--- src/rtl/gpu_pkg.sv ---
// Shared screen geometry, widths, FSM encoding and the framebuffer write entry.
package gpu_pkg;

  localparam int WIDTH        = 640;
  localparam int HEIGHT       = 480;
  localparam int WIDTH_BITS   = 10;
  localparam int HEIGHT_BITS  = 9;
  localparam int CHANNEL_BITS = 8;
  localparam int ADDR_BITS    = 19;
  localparam int DATA_BITS    = 3 * CHANNEL_BITS;

  typedef enum logic [0:0] {
    ST_IDLE  = 1'b0,
    ST_WRITE = 1'b1
  } state_t;

  typedef struct packed {
    logic [ADDR_BITS-1:0] addr;
    logic [DATA_BITS-1:0] data;
  } wr_ent_t;

  // y*w + x as a sum of shifted copies of y, one per set bit of the constant w
  // (640 -> (y<<9) + (y<<7) + x). w is always a parameter, so this folds to adders.
  function automatic logic [ADDR_BITS-1:0] pix_addr(input logic [WIDTH_BITS-1:0]  x,
                                                     input logic [HEIGHT_BITS-1:0] y,
                                                     input int                     w);
    logic [ADDR_BITS-1:0] acc;
    logic [ADDR_BITS-1:0] ye;
    ye  = {{(ADDR_BITS-HEIGHT_BITS){1'b0}}, y};
    acc = {{(ADDR_BITS-WIDTH_BITS){1'b0}}, x};
    for (int i = 0; i < ADDR_BITS; i++) begin
      if (w[i]) acc = acc + (ye << i);
    end
    return acc;
  endfunction

endpackage

--- src/rtl/gpu_sync_fifo.sv ---
// Single-clock FIFO; push and pop in the same cycle both take effect.
module gpu_sync_fifo #(
  parameter int W     = 8,
  parameter int DEPTH = 4
) (
  input  logic         clk,
  input  logic         rst,
  input  logic         push_i,
  input  logic [W-1:0] wdata_i,
  input  logic         pop_i,
  output logic [W-1:0] rdata_o,
  output logic         full_o,
  output logic         empty_o,
  output logic         last_o
);

  localparam int AW = $clog2(DEPTH);

  logic [W-1:0]  mem_q [DEPTH];
  logic [AW-1:0] wptr_q, rptr_q;
  logic [AW:0]   cnt_q;
  logic          do_push, do_pop;

  assign full_o  = (cnt_q == (AW+1)'(DEPTH));
  assign empty_o = (cnt_q == '0);
  assign last_o  = (cnt_q == (AW+1)'(1));
  assign do_push = push_i && !full_o;
  assign do_pop  = pop_i && !empty_o;
  assign rdata_o = mem_q[rptr_q];

  // Storage array; contents need no reset since the count gates visibility.
  always_ff @(posedge clk) begin
    if (do_push) mem_q[wptr_q] <= wdata_i;
  end

  // Pointers and occupancy; pointers wrap naturally as DEPTH is a power of two.
  always_ff @(posedge clk or posedge rst) begin
    if (rst) begin
      wptr_q <= '0;
      rptr_q <= '0;
      cnt_q  <= '0;
    end else begin
      if (do_push) wptr_q <= wptr_q + 1'b1;
      if (do_pop)  rptr_q <= rptr_q + 1'b1;
      case ({do_push, do_pop})
        2'b10:   cnt_q <= cnt_q + 1'b1;
        2'b01:   cnt_q <= cnt_q - 1'b1;
        default: cnt_q <= cnt_q;
      endcase
    end
  end

endmodule

--- src/rtl/gpu_pixel_writer.sv ---
// Pixel writer: clips incoming pixels, queues {addr,data} and drains them to the
// framebuffer SRAM with a we/ack handshake, one write per cycle when acked.
module gpu_pixel_writer #(
  parameter int WIDTH      = gpu_pkg::WIDTH,
  parameter int HEIGHT     = gpu_pkg::HEIGHT,
  parameter int FIFO_DEPTH = 4
) (
  input  logic                             clk,
  input  logic                             rst,
  input  logic                             pix_valid_i,
  output logic                             pix_ready_o,
  input  logic [gpu_pkg::WIDTH_BITS-1:0]   x_i,
  input  logic [gpu_pkg::HEIGHT_BITS-1:0]  y_i,
  input  logic [gpu_pkg::CHANNEL_BITS-1:0] r_i,
  input  logic [gpu_pkg::CHANNEL_BITS-1:0] g_i,
  input  logic [gpu_pkg::CHANNEL_BITS-1:0] b_i,
  output logic [gpu_pkg::ADDR_BITS-1:0]    mem_addr_o,
  output logic [gpu_pkg::DATA_BITS-1:0]    mem_data_o,
  output logic                             mem_we_o,
  input  logic                             mem_ack_i,
  output logic [15:0]                      clip_cnt_o,
  output logic                             idle_o
);

  import gpu_pkg::state_t;
  import gpu_pkg::ST_IDLE;
  import gpu_pkg::ST_WRITE;
  import gpu_pkg::wr_ent_t;
  import gpu_pkg::pix_addr;

  state_t      state_q, state_d;
  logic [15:0] clip_q, clip_d;
  wr_ent_t     push_ent, head_ent;
  logic        fifo_full, fifo_empty, fifo_last;
  logic        accept, in_range, push, pop;

  // Ready depends only on registered occupancy, so a same-cycle pop never raises it.
  assign pix_ready_o   = !fifo_full;
  assign accept        = pix_valid_i && pix_ready_o;
  assign in_range      = (int'(x_i) < WIDTH) && (int'(y_i) < HEIGHT);
  assign push          = accept && in_range;
  assign pop           = (state_q == ST_WRITE) && mem_ack_i;
  assign push_ent.addr = pix_addr(x_i, y_i, WIDTH);
  assign push_ent.data = {r_i, g_i, b_i};

  gpu_sync_fifo #(
    .W     ($bits(wr_ent_t)),
    .DEPTH (FIFO_DEPTH)
  ) u_fifo (
    .clk     (clk),
    .rst     (rst),
    .push_i  (push),
    .wdata_i (push_ent),
    .pop_i   (pop),
    .rdata_o (head_ent),
    .full_o  (fifo_full),
    .empty_o (fifo_empty),
    .last_o  (fifo_last)
  );

  // State register; async reset drops mem_we_o immediately, aborting a write.
  always_ff @(posedge clk or posedge rst) begin
    if (rst) state_q <= ST_IDLE;
    else     state_q <= state_d;
  end

  // Next state: leave WRITE only when the acked entry was the last and nothing arrives.
  always_comb begin
    state_d = state_q;
    case (state_q)
      ST_IDLE:  if (!fifo_empty) state_d = ST_WRITE;
      ST_WRITE: if (mem_ack_i && fifo_last && !push) state_d = ST_IDLE;
      default:  state_d = ST_IDLE;
    endcase
  end

  // Outputs: present the FIFO head while writing, zeros otherwise.
  always_comb begin
    mem_we_o   = 1'b0;
    mem_addr_o = '0;
    mem_data_o = '0;
    if (state_q == ST_WRITE) begin
      mem_we_o   = 1'b1;
      mem_addr_o = head_ent.addr;
      mem_data_o = head_ent.data;
    end
  end

  // Clip counter next value, saturating at all-ones.
  always_comb begin
    clip_d = clip_q;
    if (accept && !in_range && (clip_q != 16'hFFFF)) clip_d = clip_q + 16'd1;
  end

  // Clip counter register.
  always_ff @(posedge clk or posedge rst) begin
    if (rst) clip_q <= '0;
    else     clip_q <= clip_d;
  end

  assign clip_cnt_o = clip_q;
  assign idle_o     = (state_q == ST_IDLE) && fifo_empty;

endmodule

--- config.mk ---
export PLATFORM = sky130hd
export DESIGN_NAME = gpu_pixel_writer
export DESIGN_NICKNAME = d
export VERILOG_FILES = /design/src/rtl/gpu_pkg.sv /design/src/rtl/gpu_sync_fifo.sv /design/src/rtl/gpu_pixel_writer.sv
export SDC_FILE = /design/constraint.sdc
export NUM_CORES = 1
export LEC_CHECK = 0
export CORE_MARGIN = 2
export CORE_UTILIZATION = 52
export CTS_BUF_LIST = sky130_fd_sc_hd__clkbuf_4
export CTS_CLUSTER_DIAMETER = 100
export DETAILED_ROUTE_END_ITERATION = 6
export GPL_ROUTABILITY_DRIVEN = 0
export PLACE_DENSITY = 0.79
export SYNTH_ARGS = -nofsm -noshare
export SYNTH_HDL_FRONTEND = slang
export SYNTH_SLANG_ARGS = --single-unit
--- constraint.sdc ---
create_clock -name clk -period 3.1 [get_ports clk]
set_clock_uncertainty 0.15 [all_clocks]
set_input_delay 0.465 -clock clk [delete_from_list [all_inputs] [get_ports clk]]
set_output_delay 0.465 -clock clk [all_outputs]
set_load 0.02 [all_outputs]
# Word-level counts from Yosys, hierarchy flattened
# Memory sizes are Yosys's and may differ from the RTL's.
# Cells that the tools add are included.
[op_classes]
n_eq_ne = 5
reduce_logical = 17
n_lt_le_gt_ge = 2
n_bitwise = 1
n_mux = 9
n_addsub = 7
[op_table]
columns = ["operator", "n"]
rows = [
  ["24-bit two-way mux", 1],
  ["17-bit by 18-bit adder with 19-bit output", 1],
  ["19-bit two-way mux", 1],
  ["10-bit by 16-bit adder with 17-bit output", 1],
  ["16-bit by 1-bit adder with 16-bit output, second input constant", 1],
  ["16-bit != test, second input constant", 1],
  ["1-bit logical AND", 11],
  ["10-bit < comparator, second input constant", 1],
  ["9-bit < comparator, second input constant", 1],
  ["3-bit case mux with 2 select lines", 1],
  ["1-bit two-way mux", 5],
  ["2-bit by 1-bit adder with 2-bit output, second input constant", 2],
  ["1-bit zero test", 4],
  ["3-bit by 1-bit adder with 3-bit output, second input constant", 1],
  ["3-bit by 1-bit equality test with 1-bit output, second input constant", 1],
  ["3-bit equality test, second input constant", 1],
  ["3-bit zero test", 1],
  ["3-bit by 1-bit subtractor with 3-bit output, second input constant", 1],
  ["2-bit by 1-bit equality test with 1-bit output, second input constant", 1],
  ["2-bit equality test, second input constant", 1],
  ["1-bit case mux with 2 select lines", 1],
  ["2-bit nonzero test", 1],
  ["1-bit NOT", 1],
]
[word_totals]
word_cells = 47
ff_bits = 24
inputBits = 47
out_inout_bits = 62
memories = 1
mem_bits_rw = 172
[mem_list]
columns = ["memory", "words", "word_bits", "read_ports", "rd_clocked_by_memory_dff", "write_ports", "line_no", "text"]
rows = [
  ["u_fifo.mem_q", 4, 43, 1, 0, 1, "gpu_sync_fifo.sv:19", "logic [W-1:0] mem_q [DEPTH];"],
]

# Longest topological paths before layout
# Gate-level depths: netlist of the first run.
[logic_depth]
ltp_word = 8
depth_mapped = 9
ltp_nobuf = 9

# Cells and area by module
# A second synthesis of the first run with hierarchy kept.
[unflattened]
hier_cells = 456
area_unflattened_um2 = 8364.3
[by_module_without_submodules]
columns = ["mod", "instances", "area_per_inst_um2", "cells_each", "seq_area_each_um2"]
rows = [
  ["gpu_sync_fifo", 1, 6729.0, 270, 5340.1],
  ["gpu_pixel_writer", 1, 1635.3, 186, 425.4],
]

# Worst setup path after synthesis of the first run
# OpenSTA, ideal clock, no wires.
[synth_timing]
path_type = "register to register"
startpoint = "register u_fifo.cnt_q[0]"
endpoint = "memory u_fifo.mem_q[0][0] (netlist bit), enable pin"
t_arrival_ps = 2340
stages_incl_launch_ff = 6
period_less_slack_ps = 2895
slack_ps = 205
t_required_ps = 2545
n_path_buf = 0
setup_ps = 405
path_cell_list = "dfrtp_1 -> inv_1 -> ha_1 -> a21bo_2 -> nor2_1 -> and2_1"
[synth_via]
elab_chain_len = 7
[synth_rtl]
columns = ["item", "line_no", "text"]
rows = [
  ["start, declared", "gpu_sync_fifo.sv:21", "logic [AW:0] cnt_q;"],
  ["start signal, assigned", "gpu_sync_fifo.sv:46", "2'b10: cnt_q <= cnt_q + 1'b1;"],
  ["start signal, assigned", "gpu_sync_fifo.sv:47", "2'b01: cnt_q <= cnt_q - 1'b1;"],
  ["start signal, assigned", "gpu_sync_fifo.sv:48", "default: cnt_q <= cnt_q;"],
  ["3-bit equality test (*)", "gpu_sync_fifo.sv:24", "assign full_o = (cnt_q == (AW+1)'(DEPTH));"],
  ["1-bit zero test (*)", "gpu_sync_fifo.sv:27, gpu_pixel_writer.sv:38", ""],
  ["1-bit logical AND", "gpu_pixel_writer.sv:39", "assign accept = pix_valid_i && pix_ready_o;"],
  ["1-bit logical AND", "gpu_pixel_writer.sv:41", "assign push = accept && in_range;"],
  ["1-bit logical AND (*)", "gpu_sync_fifo.sv:27", "assign do_push = push_i && !full_o;"],
  ["1-bit two-way mux (*)", "gpu_sync_fifo.sv:33", "if (do_push) mem_q[wptr_q] <= wdata_i;"],
  ["1-bit two-way mux (implied by the code) (*)", "gpu_sync_fifo.sv:33", ""],
  ["end, declared", "gpu_sync_fifo.sv:19", ""],
]
# Every way passes the cells marked *; elsewhere a longest branch is shown, timed or not.

# Final worst setup path of the first run
[layout_timing]
startpoint = "register u_fifo.rptr_q[0]"
endpoint = "output mem_data_o[1] (netlist bit)"
[layout_via]
elab_chain_len = 2
[layout_rtl]
columns = ["item", "line_no", "text"]
rows = [
  ["start, declared", "gpu_sync_fifo.sv:20", "logic [AW-1:0] wptr_q, rptr_q;"],
  ["start signal, assigned", "gpu_sync_fifo.sv:44", "if (do_pop) rptr_q <= rptr_q + 1'b1;"],
  ["memory read 4 x 43 bit", "n/a", ""],
  ["24-bit two-way mux", "gpu_pixel_writer.sv:82", "if (state_q == ST_WRITE) begin"],
  ["end, declared", "gpu_pixel_writer.sv:18", "output logic [gpu_pkg::DATA_BITS-1:0] mem_data_o,"],
]
# Every way passes these cells.

==> key figures, run 1 <==
Placement
  • Hpwl dp: 10000 microns
  • Port bufs: 108
  • Placed cell areas: 9820 sq um
  • Worst slack, placed: -279 ps

Synthesis
  • Synth cell count leaders: 172 x edfxtp_1, 48 x and2_1, 43 x mux4_2, 27 x ha_1, 24 x dfrtp_1
  • Post-Synth XOR/XNOR Area: 0.0306
  • Syn_nets: 529
  • Post-synth top area cell: edfxtp_1
  • Seq/Total Area, Yosys: 0.694
  • Largest family of logic cells by synthesized area: multiplexers
  • Post-synth cell types: 43
  • Warning count from the yosys run: 0
  • Syn Inst Count: 453
  • Share of the synthesized area in the top cell type: 0.622
  • Mux cell area share after synthesis: 0.119
  • Flop and latch count out of synthesis: 196
  • Synth Area in Compound Gates: 0.0184
  • Fraction of the mapped netlist area in adder cells: 0.0455
  • Simple-Gate Fraction of Synth Area: 0.0742
  • Synthesized cell area: 8300 sq um
  • Avg Cell Area, Syn: 18.3 sq um
  • Largest cells by area after synthesis: edfxtp_1 62%, mux4_2 12%, dfrtp_1 7.2%
  • Ys flop type: edfxtp_1
  • Async S/R FF share, synth: 0.122
  • Post-synth EDFFs: 172
  • Most common cell in the netlist: edfxtp_1

Worst setup path
  • Kind of critical path: reg -> out
  • Startpoint types: flop
  • Crit-path max FO: 14
  • Reg2reg end: u_fifo.mem_q[1][27]
  • R2R Setup Slk: 680 ps
  • Crit path required time: 2480 ps
  • Critical Path AT: 2370 ps
  • R2R Path Start: u_fifo.cnt_q[0]
  • Kind of end point of the critical path: output pin
  • Worst r2r path cells: 6

Floorplanning
  • Die X: 130 microns
  • Die Y: 130 microns
  • Initial core utilization: 0.526
  • Cell row count: 46
  • I/O pins: 109
  • Core ar.: 15800 sq um
  • Die area: 17000 sq um

CTS
  • H-Tree Depth: 4
  • TritonCTS Buffers: 17
  • Clk_lat worst skew: 570 ps
  • CTS tree: built
  • Clock Sinks: 196
  • Clock-pin slew on the worst setup and hold paths: 150 ps
  • CTS max path bufs: 2
  • Clock Root Buffer: clkbuf_4
  • Hold buffers post-CTS: 0

Cells and area
  • Area grow syn2layout: 21.9%
  • Layout cell share with drive strength beyond 1: 0.194
  • Number of fill cells in the layout: 1112
  • Fin nets: 666
  • Final Cell Area: 10100 sq um

Drt
  • Routed wire length: 15200 microns
  • Initial DRC count: 285
  • Drt first pass iters: 4
  • Post-DRT Antenna Nets: 0
  • Wire per inst: 18.5 microns
  • DRC: 0
  • Vias: 4437
  • Vias per cell: 5.40

STA
  • Final setup fails: 0
  • Final hold slack: 242 ps
  • Pins over their slew limit: 0
  • Final Cycle Share: 0.962
  • Worst-Margin Slew: 960 ps
  • Relative slew slack: 0.359
  • Tmin final: 2980 ps
  • Final Hold Vio Count: 0
  • RSZ-0062 raised after global routing: false
  • Fin worst setup slack: 117 ps
  • Post-route setup TNS: 0 ps
  • Max Clk Rate: 335 MHz

Global routing
  • Overflow after GRT: 0
  • Initial antenna violation count: 1
  • Vias in the first global route: 4667
  • Gr usage total: 0.191
  • First-pass GRT wire length: 23900 microns
  • Largest net degree at the start of global routing: 31

Power and ir drop
  • Max VDD drop: 382 uV
  • Power Dens Cells: 805 nW/um^2
  • Tot Pwr: 8140 uW
  • Leak pwr: 0.00368 uW

Worst hold path
  • HP Class: in -> async

Run
  • Maxcap violations: 0

Status
  • Status: completed
[area by class of cell]
cell class,instances,area (sq um),area share
diodes,2,5.00,0.000495
clock buffers,18,135,0.0134
clock inverters,14,160,0.0158
inverters,15,56.3,0.00556
multi-input cells,227,2390,0.237
flip-flops and latches,196,5770,0.570
well taps,216,270,0.0267
repair buffers,133,1330,0.131
[worst max-delay path: stages, from the launching register on]
cell	delay, ps
dfrtp_4	460
buf_12	140
buf_12	170
mux4_2	500
and2_1	190
dlygate4sd2_1	320
[through the flow]
step / cells / util
finish: 821 / 0.642
global route: 821 / 0.642
CTS: 819 / 0.641
detailed placement: 782 / 0.623
global placement: 782 / 0.623
floorplan: 453 / -
[sequential cells by signal (all words and copies together) (netlist names)]
name           cells
clip_cnt_o        16
state_q            1
u_fifo.cnt_q       3
u_fifo.mem_q     172
u_fifo.rptr_q      2
u_fifo.wptr_q      2
[layout by cell type (no fill, tap or decap), drive strengths merged]
master and instances:
a211oi 1, a21bo 1, a21o 2, a21oi 8, a221oi 1, and2 49
and3 2, and4 5, buf 25, bufinv 3, clkbuf 18, clkdlybuf4s50 65
clkinv 6, clkinvlp 3, dfrtp 24, diode 2, dlygate4sd2 43, edfxtp 172
fa 2, ha 27, inv 17, mux2 1, mux2i 1, mux4 43
nand2 17, nand3 6, nand4 2, nor2 9, nor3 3, nor3b 2
nor4 3, nor4b 2, o211ai 1, o21a 1, o21ai 8, o21bai 1
xnor2 14, xor2 15
[kinds of logic after synthesis]
kind of cell | count (synthesis)
multiplexers | 45
AO/OA/AOI/OAI | 24
AND/OR/NAND/NOR | 100
buffers and inverters | 30
flip-flops | 196
XOR/XNOR | 29
adder cells (fa/ha/maj) | 29
[where the power goes]
part / total, uW / switching (uW) / internal, uW
registers: 3460 / 161 / 3290
logic: 3330 / 1720 / 1610
clock network: 1360 / 797 / 563
total: 8140 / 2680 / 5470
[routing by layer]
layer  track usage  routed length, microns
met3        0.0398                     649
met4        0.0713                     336
met5             0                       0
met1         0.242                    6480
met2         0.330                    7760
[worst max path at each step]
stage          slack (ps)                  end  cells after the start             start
2_1_floorplan         210   u_fifo.mem_q[0][0]                      5   u_fifo.cnt_q[0]
3_3_place_gp         -150  u_fifo.mem_q[0][42]                     10            x_i[9]
3_5_place_dp         -280  u_fifo.mem_q[1][42]                     10            x_i[9]
4_1_cts                80        mem_data_o[1]                      5  u_fifo.rptr_q[0]
5_1_grt                 7               idle_o                      4   u_fifo.cnt_q[0]
6_report              120        mem_data_o[1]                      5  u_fifo.rptr_q[0]
[repair_timing]
item                                    4_1_cts  5_1_grt
endpoints found under the setup margin       43        0
resized for setup                            44        0
buffers inserted                              5        0
No activity file was read; power rests on OpenSTA's default activity.
==> run 2, diff against run 1 <==
--- a/config.mk
+++ b/config.mk
@@ -5,13 +5,14 @@
 export SDC_FILE = /design/constraint.sdc
 export NUM_CORES = 1
 export LEC_CHECK = 0
+export ABC_AREA = 1
 export CORE_MARGIN = 2
 export CORE_UTILIZATION = 52
 export CTS_BUF_LIST = sky130_fd_sc_hd__clkbuf_4
 export CTS_CLUSTER_DIAMETER = 100
 export DETAILED_ROUTE_END_ITERATION = 6
 export GPL_ROUTABILITY_DRIVEN = 0
-export PLACE_DENSITY = 0.79
+export PLACE_DENSITY = 0.78
 export SYNTH_ARGS = -nofsm -noshare
 export SYNTH_HDL_FRONTEND = slang
 export SYNTH_SLANG_ARGS = --single-unit
==> key figures, run 2 <==
Global routing
  • Largest net degree at the start of global routing: 46 (was 31)
  • Initial antenna violation count: 1 (unchanged)
  • Overflow after GRT: 0 (unchanged)
  • Vias in the first global route: 5959 (was 4667)
  • Gr usage total: 0.217 (was 0.191)
  • First-pass GRT wire length: 30200 microns (was 23900 microns)

Run
  • Maxcap violations: 0 (unchanged)

Floorplanning
  • Die X: 134 microns (was 130 microns)
  • Core ar.: 16600 sq um (was 15800 sq um)
  • Initial core utilization: 0.533 (was 0.526)
  • Die Y: 134 microns (was 130 microns)
  • I/O pins: 109 (unchanged)
  • Cell row count: 47 (was 46)
  • Die area: 18100 sq um (was 17000 sq um)

Power and ir drop
  • Leak pwr: 0.00399 uW (was 0.00368 uW)
  • Power Dens Cells: 865 nW/um^2 (was 805 nW/um^2)
  • Max VDD drop: 474 uV (was 382 uV)

STA
  • Worst-Margin Slew: 697 ps (was 960 ps)
  • RSZ-0062 raised after global routing: false (unchanged)
  • Pins over their slew limit: 0 (unchanged)
  • Tmin final: 2950 ps (was 2980 ps)
  • Fin worst setup slack: 152 ps (was 117 ps)
  • Final Cycle Share: 0.951 (was 0.962)
  • Final Hold Vio Count: 0 (unchanged)
  • Post-route setup TNS: 0 ps (unchanged)
  • Final hold slack: 128 ps (was 242 ps)
  • Max Clk Rate: 339 MHz (was 335 MHz)
  • Final setup fails: 0 (unchanged)
  • Relative slew slack: 0.535 (was 0.359)

Synthesis
  • Mux cell area share after synthesis: 0 (was 0.119)
  • Synth cell count leaders: 208 x nor2_1, 172 x edfxtp_1, 95 x nand2_1, 81 x o21ai_0, 49 x a21oi_1 (was 172 x edfxtp_1, 48 x and2_1, 43 x mux4_2, 27 x ha_1, 24 x dfrtp_1)
  • Flop and latch count out of synthesis: 196 (unchanged)
  • Seq/Total Area, Yosys: 0.652 (was 0.694)
  • Post-synth cell types: 32 (was 43)
  • Ys flop type: edfxtp_1 (unchanged)
  • Post-Synth XOR/XNOR Area: 0.0149 (was 0.0306)
  • Most common cell in the netlist: nor2_1 (was edfxtp_1)
  • Syn Inst Count: 816 (was 453)
  • Syn_nets: 892 (was 529)
  • Share of the synthesized area in the top cell type: 0.584 (was 0.622)
  • Synth Area in Compound Gates: 0.0916 (was 0.0184)
  • Post-synth top area cell: edfxtp_1 (unchanged)
  • Post-synth EDFFs: 172 (unchanged)
  • Largest cells by area after synthesis: edfxtp_1 58%, nor2_1 8.8%, dfrtp_1 6.8% (was edfxtp_1 62%, mux4_2 12%, dfrtp_1 7.2%)
  • Largest family of logic cells by synthesized area: simple AND/OR/NAND/NOR gates (was multiplexers)
  • Async S/R FF share, synth: 0.122 (unchanged)
  • Avg Cell Area, Syn: 10.8 sq um (was 18.3 sq um)
  • Fraction of the mapped netlist area in adder cells: 0.0428 (was 0.0455)
  • Warning count from the yosys run: 0 (unchanged)
  • Simple-Gate Fraction of Synth Area: 0.159 (was 0.0742)
  • Synthesized cell area: 8840 sq um (was 8300 sq um)

Worst setup path
  • Top delay family on crit path: buffers and inverters (unchanged)
  • Critical path's largest stage delay: 640 ps (was 500 ps)
  • Crit path required time: 2480 ps (about the same)
  • WP depth: 5 (unchanged)
  • Startpoint types: flop (unchanged)
  • Buffer and inverter count on the worst path: 3 (unchanged)
  • Worst-path cell with the longest stage delay: clkdlybuf4s50_1 (was mux4_2)
  • Kind of critical path: reg -> out (unchanged)
  • Worst r2r path cells: 8 (was 6)
  • Critical-path cell list: inv_4, buf_4, o21ai_0, a21oi_1, clkdlybuf4s50_1 (was buf_12, buf_12, mux4_2, and2_1, dlygate4sd2_1)
  • Crit-path max FO: 12 (was 14)
  • Kind of end point of the critical path: output pin (unchanged)
  • Critical Path AT: 2330 ps (was 2370 ps)

Cells and area
  • Top reg by flops: u_fifo.mem_q (unchanged)
  • Max FFs per register: 172 (unchanged)
  • Final Cell Area: 10600 sq um (was 10100 sq um)
  • Number of fill cells in the layout: 1337 (was 1112)
  • Leading cell types in the layout, fill and taps excluded: 204 x nor2_1, 172 x edfxtp_1, 95 x nand2_1 (was 172 x edfxtp_1, 65 x clkdlybuf4s50_1, 44 x and2_1)
  • Layout cell share with drive strength beyond 1: 0.0869 (was 0.194)
  • Area grow syn2layout: 19.8% (was 21.9%)
  • Commonest non-fill, non-tap cell in the layout: nor2_1 (was edfxtp_1)
  • Fin nets: 1008 (was 666)

CTS
  • Clock-pin slew on the worst setup and hold paths: 150 ps (about the same)
  • Hold buffers post-CTS: 0 (unchanged)
  • CTS max path bufs: 2 (unchanged)
  • CTS tree: built (unchanged)
  • Clock Root Buffer: clkbuf_4 (unchanged)
  • H-Tree Depth: 4 (unchanged)
  • Clk_lat worst skew: 570 ps (about the same)
  • TritonCTS Buffers: 17 (unchanged)
  • Clock Sinks: 196 (unchanged)

Drt
  • DRC: 0 (unchanged)
  • Routed wire length: 18900 microns (was 15200 microns)
  • Initial DRC count: 497 (was 285)
  • Drt first pass iters: 5 (was 4)
  • Vias: 6217 (was 4437)
  • Post-DRT Antenna Nets: 0 (unchanged)
  • Vias per cell: 5.34 (was 5.40)
  • Wire per inst: 16.2 microns (was 18.5 microns)

Worst hold path
  • HP Class: in -> async (unchanged)

Placement
  • Placed cell areas: 10300 sq um (was 9820 sq um)
  • Worst slack, placed: 80.5 ps (was -279 ps)
  • Hpwl dp: 11900 microns (was 10000 microns)
  • Port bufs: 108 (unchanged)

Status
  • Status: completed (unchanged)
==> run 2: layout make-up <==
class,count,area [sq um],area share
Sequential cell,196,5770,0.545
Timing Repair Buffer,132,1320,0.125
Clock inverter,12,163,0.0154
Clock buffer,19,143,0.0135
Tap cell,220,275,0.0260
Multi-Input combinational cell,544,2760,0.260
Inverter,41,159,0.0150
Antenna cell,1,2.50,0.000236
==> run 2: where the power goes <==
group	switching [uW]	total (uW)	internal [uW]	leakage, uW
Sequential	194	3510	3310	0.00187
Clock	784	1430	643	0.000166
Combinational	2640	4220	1580	0.00196
==> run 2: timing repair <==
item | CTS | global route
endpoints found under the setup margin | 43 | 4
gates resized for setup | 36 | 4
gates cloned | 1 | 0
endpoints found under the hold margin | 0 | 0
setup buffers | 2 | 0
==> run 2: stage by stage <==
step / power (uW) / util / instances
5_1_grt: 9740 / 0.638 / 1165
3_3_place_gp: 7900 / 0.618 / 1130
2_1_floorplan: 6160 / - / 816
6_report: 9150 / 0.638 / 1165
4_1_cts: 9220 / 0.638 / 1164
3_5_place_dp: 7980 / 0.618 / 1130
==> run 2: cell families (layout without fill, tap and decap cells) <==
logic type,after synthesis,count (layout)
AND/OR/NAND/NOR,346,346
adder cells (fa/ha/maj),29,29
XOR/XNOR,15,15
flip-flops,196,196
AO/OA/AOI/OAI,154,154
other,0,1
buffers and inverters,76,204
==> run 2: worst paths after layout <==
check	startpoint	end	slack [ps]
max reg2reg	u_fifo.cnt_q[0]	u_fifo.mem_q[2][38]	700
min in group clk	x_i[4]	u_fifo.mem_q[1][28]	380
max in group asynchronous	rst	clip_cnt_o[12]	2070
min	rst	clip_cnt_o[0]	130
max	u_fifo.rptr_q[0]	mem_addr_o[3]	150
min reg2reg	u_fifo.cnt_q[1]	u_fifo.cnt_q[1]	390
==> run 2: worst reg2reg max path, cell delays in order (launching register included) <==
cell and delay (ps):
dfrtp_1 430, inv_1 80, ha_1 220, nand2_1 90, nand2_1 50, inv_1 70, nand3_2 310, nor2_4 440
buf_4 280
==> run 2: routing by layer <==
metal,GRT usage,wire length [microns],vias up
met5,0,0,-
met2,0.357,9240,185
met4,0.0708,321,0
met3,0.0484,1000,27
met1,0.287,8360,2977
li1,-,-,3028
